$ cat src/rtl/pll_lock_sequencer.sv
// pll_lock_sequencer: PLL bring-up sequencer with lock qualification, retry and lock-loss tracking
module pll_lock_sequencer #(
  parameter int RESET_CYCLES  = 16,
  parameter int LOCK_TIMEOUT  = 4096,
  parameter int STABLE_CYCLES = 1024,
  parameter int RETRY_LIMIT   = 3,
  parameter int LOSS_WIDTH    = 8
) (
  input  logic                  clk,
  input  logic                  reset_n,
  input  logic                  pll_lock,
  output logic                  pll_reset,
  output logic                  sys_reset_n,
  output logic                  locked,
  output logic                  fail,
  output logic [LOSS_WIDTH-1:0] loss_count
);
  localparam int MAX_A   = RESET_CYCLES > LOCK_TIMEOUT ? RESET_CYCLES : LOCK_TIMEOUT;
  localparam int MAX_CYC = MAX_A > STABLE_CYCLES ? MAX_A : STABLE_CYCLES;
  localparam int CW      = $clog2(MAX_CYC);
  localparam int RW      = $clog2(RETRY_LIMIT + 1);
  localparam logic [CW-1:0] RST_LAST = CW'(RESET_CYCLES - 1);
  localparam logic [CW-1:0] TO_LAST  = CW'(LOCK_TIMEOUT - 1);
  localparam logic [CW-1:0] ST_LAST  = CW'(STABLE_CYCLES - 1);
  localparam logic [RW-1:0] RT_MAX   = RW'(RETRY_LIMIT);
  typedef enum logic [2:0] {RESET_PLL, WAIT_LOCK, STABLE, RUN, FAIL} state_t;
  state_t state_q, state_d;
  logic [CW-1:0] cnt_q, cnt_d;
  logic [RW-1:0] retry_q, retry_d;
  logic [LOSS_WIDTH-1:0] loss_d;
  logic lock_m, lock_s;
  // two-flop synchronizer bringing the raw PLL lock into the reference clock domain
  always_ff @(posedge clk or negedge reset_n)
    if (!reset_n) {lock_s, lock_m} <= 2'b00;
    else {lock_s, lock_m} <= {lock_m, pll_lock};
  // state, shared cycle counter, retry count and lock-loss count registers
  always_ff @(posedge clk or negedge reset_n)
    if (!reset_n) begin
      state_q    <= RESET_PLL;
      cnt_q      <= '0;
      retry_q    <= '0;
      loss_count <= '0;
    end else begin
      state_q    <= state_d;
      cnt_q      <= cnt_d;
      retry_q    <= retry_d;
      loss_count <= loss_d;
    end
  // next-state logic; lock events take priority over counter expiry
  always_comb begin
    state_d = state_q;
    cnt_d   = cnt_q + 1'b1;
    retry_d = retry_q;
    loss_d  = loss_count;
    unique case (state_q)
      RESET_PLL: if (cnt_q == RST_LAST) begin
        state_d = WAIT_LOCK;
        cnt_d   = '0;
      end
      WAIT_LOCK: if (lock_s) begin
        state_d = STABLE;
        cnt_d   = '0;
      end else if (cnt_q == TO_LAST) begin
        retry_d = retry_q + 1'b1;
        state_d = retry_d == RT_MAX ? FAIL : RESET_PLL;
        cnt_d   = '0;
      end
      STABLE: if (!lock_s) begin
        state_d = WAIT_LOCK;
        cnt_d   = '0;
      end else if (cnt_q == ST_LAST) begin
        state_d = RUN;
        retry_d = '0;
        cnt_d   = '0;
      end
      RUN: begin
        cnt_d = '0;
        if (!lock_s) begin
          state_d = RESET_PLL;
          loss_d  = &loss_count ? loss_count : loss_count + 1'b1;
        end
      end
      FAIL: cnt_d = '0;
      default: begin
        state_d = RESET_PLL;
        cnt_d   = '0;
      end
    endcase
  end
  assign pll_reset   = state_q == RESET_PLL || state_q == FAIL;
  assign sys_reset_n = state_q == RUN;
  assign locked      = state_q == RUN;
  assign fail        = state_q == FAIL;
endmodule
$ cat config.mk
export PLATFORM = sky130hd
export DESIGN_NAME = pll_lock_sequencer
export DESIGN_NICKNAME = d
export VERILOG_FILES = /design/src/rtl/pll_lock_sequencer.sv
export SDC_FILE = /design/constraint.sdc
export NUM_CORES = 1
export LEC_CHECK = 0
export ABC_AREA = 1
export CORE_ASPECT_RATIO = 0.7
export CORE_MARGIN = 5
export CORE_UTILIZATION = 29
export DETAILED_ROUTE_END_ITERATION = 8
export PLACE_DENSITY_LB_ADDON = 0.15
export REMOVE_ABC_BUFFERS = 1
export SLEW_MARGIN = 10
export SYNTH_ARGS = -nofsm -noshare
export SYNTH_HDL_FRONTEND = slang
export SYNTH_SLANG_ARGS = --single-unit
$ cat constraint.sdc
create_clock -name clk -period 1.6 [get_ports clk]
set_input_delay 0.32 -clock clk [delete_from_list [all_inputs] [get_ports clk]]
set_output_delay 0.32 -clock clk [all_outputs]
set_load 0.02 [all_outputs]
; ---- Word level (Yosys, flattened, before mapping)
; Index checks and enable logic that the tools add are counted.
; W data, S select, Z words.
[totals]
output_inout_bits = 12
reg_bits = 27
input_bits = 3
word_cells = 54
[op_classes]
n_eq_ne = 16
mux = 19
addsub = 3
n_bitwise = 3
n_reduce_logical = 7
[op_table]
columns = op, count
row1 = $mux W12, 5
row2 = $pmux W12 S3, 1
row3 = $mux W3, 7
row4 = $pmux W3 S5, 1
row5 = $add A12 B1 Y12 const B, 1
row6 = $eq A12 B10 Y1 const B, 1
row7 = $eq A12 B12 Y1 const B, 1
row8 = $eq A12 B4 Y1 const B, 1
row9 = $ne A2 B2 Y1 const B, 6
row10 = $reduce_and A5 Y1, 2
row11 = $add A8 B1 Y8 const B, 1
row12 = $mux W2, 4
row13 = $reduce_and A8 Y1, 1
row14 = $eq A3 B2 Y1 const B, 2
row15 = $ne A3 B3 Y1 const B, 2
row16 = $pmux W2 S2, 1
row17 = $eq A3 B1 Y1 const B, 1
row18 = $eq A3 B3 Y1 const B, 1
row19 = $logic_not A3 Y1, 1
row20 = $not A1 Y1, 3
row21 = $reduce_and A3 Y1, 1
row22 = $add A2 B1 Y2 const B, 1
row23 = $eq A2 B2 Y1 const B, 1
row24 = $reduce_bool A2 Y1, 1
row25 = $logic_or A1 B1 Y1, 1

; ---- Logic depth before layout (Yosys ltp)
; Gate-level depths: netlist of run 1.
[logic_depth]
depth_word = 6
depth_mapped = 9
depth_no_buf = 9

; ---- Worst setup path after synthesis of run 1
; OpenSTA, ideal clock, no wires.
[synth_path]
kind = reg-to-reg
startpoint = register loss_count[1]
endpoint = register loss_count[7]
period_less_slack_ps = 1511
stages_incl_launch_ff = 9
t_required_ps = 1474
arrival_time_ps = 1385
setup_slack_ps = 89
path_buffers = 0
cell_sequence = dfrtp_1 > ha_1 > nand3_1 > nor2_1 > nand4_1 > nand2_2 > inv_2 > nand2_1 > o21ai_0
[synth_between]
elab_chain_len = 3
elab_cells_between_ends = 4
classes_between = add/sub (1) / bitwise (1) / reduce/logical (2)
[synth_rtl]
columns = item, line_no
row1 = from (decl), 16  ; output logic [LOSS_WIDTH-1:0] loss_count
row2 = from (signal assigned), 47  ; loss_count <= loss_d;
row3 = "parallel branches: the longest is 3 deep, another holds $add A8 B1 Y8", --
; Several ways; the timed one is not identified.
; A chain may end at the register's enable or synchronous reset.

; ---- Worst setup path in the final report of run 1
[layout_path]
startpoint = register state_q[0]
endpoint = output pll_reset
[layout_between]
elab_chain_len = 2
elab_cells_between_ends = 3
classes_between = eq/ne (1) / reduce/logical (2)
[layout_rtl]
columns = item, line_no
row1 = from (decl), 27  ; state_t state_q, state_d;
row2 = from (signal assigned), 44  ; state_q <= state_d;
row3 = $eq A3 B3 Y1 or $logic_not A3 Y1 (tied branches), 90  ; assign pll_reset = state_q == RESET_PLL || state_q == FAIL;
row4 = $logic_or A1 B1 Y1 *, 90
row5 = to (decl), 12  ; output logic pll_reset,
; Mark *: on every way between the ends. The rest lies on a longest branch, timed or not.

==> results.toml, run 1 <==
[critical_path]
worst_setup_path_end_kind = "output port"
crit_type = "reg -> out"
reg2reg_depth = 9
required_ns = 1.28
crit_arrival_ns = 1.18
r2r_setup_slack_ns = 0.11
critPathMaxFanout = 4
startpoint_type = "flip-flop"

[floorplan]
num_rows = 21
die_area_um2 = 6710
fp.dieH_um = 70.05
die_w_um = 95.79
start_util = 0.3057
ios = 15
coreArea_um2 = 4887

[sta]
rsz0062_at_grt = "false"
final.setup_skew_ns = 0.005780
slew_viol_final = 0
fin_crit_sh = 0.9400
max_freq_mhz = 664.9
relSlewSlack = 0.7544
setup_viol = 0
setup_tns_ns = 0
hold_viol = 0
min_period_ns = 1.504
tightest_slew_ns = 0.3683

[grt]
grt.total_usage = 0.1021
grt_max_degree = 28
grt_pass1_wl_um = 5354
antenna_found_initial = 0
grt_overflow = 0
grt_pass1_vias = 1121

[drt]
ant_nets = 0
drc = 0
avgRoutedWirePerCell_um = 10.37
wirelength_um = 3224
num_vias = 1294
dr.pass1.iters = 4
vias_per_cell = 4.161
drt-initial-drc-count = 37

[yosys]
yosys_warnings = 0
netlist_area_um2 = 1494
synth_top_area_frac = 0.4523
synth_cell_types = 21
syn_avg_cell_area_um2 = 7.661
seq_area_frac_synth = 0.4523
ys_top_cells_by_area = "dfrtp_1, nand2_1, inv_1"
synthCells = 195
yosysMostFrequentCell = "nand2_1"
ys_ff_latch = 27
synth_commonest_cells = "nand2_1, inv_1, dfrtp_1, nor2_1, nand3_1"
synthFlopType = "dfrtp_1"
yosys.area.top_type = "dfrtp_1"
async_flop_share = 1.000
synth-edff-count = 0

[run_status]
status = "finished clean"

[clock_network]
insertion_delay_ns = 0.28
cts.sinks = 27
clk_pin_slew_ns = 0.10
numCtsBuffers = 3
tritoncts = "yes"
clock_path_buffers = 2
cts_hold_buf = 0
cts_root_buf = "clkbuf_8"
htree_levels = 1

[final_layout]
drive_gt1_frac = 0.2686
regArea_um2 = 675.6
final.fill_count = 503
final_cells = 311
multiInputGateArea_um2 = 740.7
diodes = 0
area_growth_pct = 35.68
final_nets = 249

[power_and_ir_drop]
p_leak_nw = 1.051
pwr_density_cell_nw_per_um2 = 1170
ir_drop_mv = 0.2896

[placed_design]
place_inst = 303
port_buffers = 14
place_congestion = 0.7574
hpwl_um = 2431

[worst_hold_path]
hp-class = "reg -> reg"
hold_depth = 0

[job]
drv_cap = 0
==> layer usage <==
layer	GRT usage	part of all wire	vias up
li1	-	-	704
met1	0.1649	0.58	572
met2	0.1233	0.37	14
met3	0.03112	0.039	4
met4	0.03312	0.012	0
met5	0	0	-
==> layout by cell type, fill, tap and decap left out <==
cell / n
nand2_1: 45
inv_1: 29
buf_4: 29
dfrtp_1: 27
nor2_1: 18
nand3_1: 13
dlygate4sd2_1: 8
nand2_2: 7
nor2_2: 7
xor2_1: 7
nor3_1: 5
o21ai_0: 5
nand4_1: 5
nand3_2: 4
a21oi_1: 4
inv_2: 3
nor2_4: 3
nand3b_1: 3
clkbuf_8: 3
o21ai_1: 2
ha_2: 2
clkdlybuf4s50_1: 2
clkbuf_2: 2
nand3_4: 1
or2_1: 1
o21bai_1: 1
xnor2_1: 1
ha_1: 1
inv_6: 1
clkdlybuf4s15_2: 1
buf_2: 1
buf_12: 1
==> through the flow <==
step / worst slack (ns) / area [µm²] / total power [mW] / hold WS, ns / util
2_1_floorplan: 0.08886 / 1486 / 1.360 / 0.02441 / -
3_3_place_gp: 0.03147 / 1908 / 1.873 / 0.3337 / 0.3904
3_5_place_dp: 0.01193 / 1908 / 1.865 / 0.3387 / 0.3904
4_1_cts: 0.005344 / 1951 / 2.265 / 0.3642 / 0.3991
5_1_grt: 0.009437 / 2027 / 2.547 / 0.3811 / 0.4147
6_report: 0.09604 / 2027 / 2.371 / 0.3601 / 0.4147
==> area by class of cell <==
type	count	area share
inverters	32	0.05926
flip-flops and latches	27	0.3333
clock buffers	3	0.02037
clock inverters	1	0.004321
repair buffers	44	0.1747
multi-input cells	135	0.3654
well taps	69	0.04259
==> path summary, 6_finish.rpt <==
path / from / end
worst max register to register: cnt_q[1] / cnt_q[2]
worst min register to register: lock_m / lock_s
worst max-delay path: state_q[0] / pll_reset
min in group asynchronous: reset_n / cnt_q[10]
max in group asynchronous: reset_n / cnt_q[6]
worst min-delay path: lock_m / lock_s
==> cell families after synthesis <==
| logic type | Yosys count | synth area share |
|---|---|---|
| compound gates | 12 | 0.04188 |
| xor+xnor | 8 | 0.04690 |
| fa+ha+maj | 3 | 0.02513 |
| buf+inv | 33 | 0.08543 |
| flops | 27 | 0.4523 |
| simple gates | 112 | 0.3484 |
==> report_power, final <==
part	switching, mW	internal, mW
Sequential	0.0766	0.775
Combinational	0.575	0.526
Clock	0.235	0.183
==> worst max-delay path, stage by stage (launching register included) <==
cell,delay (ns)
dfrtp_1,0.42
nor2_2,0.13
buf_4,0.11
clkdlybuf4s15_2,0.24
==> sequential cells by signal, summed over array words and instances, names as in the netlist <==
name        count
retry_q         2
loss_count      8
cnt_q          12
lock_m          1
lock_s          1
state_q         3
==> repair_timing <==
item	in CTS	in global routing
buffers inserted	0	4
pin swaps	0	6
gates resized for setup	18	20
setup endpoints to repair	12	22
Power figures use the tool's default switching activity.
==> inputs of run 2 (changes only) <==
--- a/config.mk
+++ b/config.mk
@@ -12,7 +12,7 @@
 export DETAILED_ROUTE_END_ITERATION = 8
 export PLACE_DENSITY_LB_ADDON = 0.15
 export REMOVE_ABC_BUFFERS = 1
-export SLEW_MARGIN = 10
+export SLEW_MARGIN = 20
 export SYNTH_ARGS = -nofsm -noshare
 export SYNTH_HDL_FRONTEND = slang
 export SYNTH_SLANG_ARGS = --single-unit
==> results of run 2 <==
No change in the layout: final DEF, timing and power equal those of run 1.
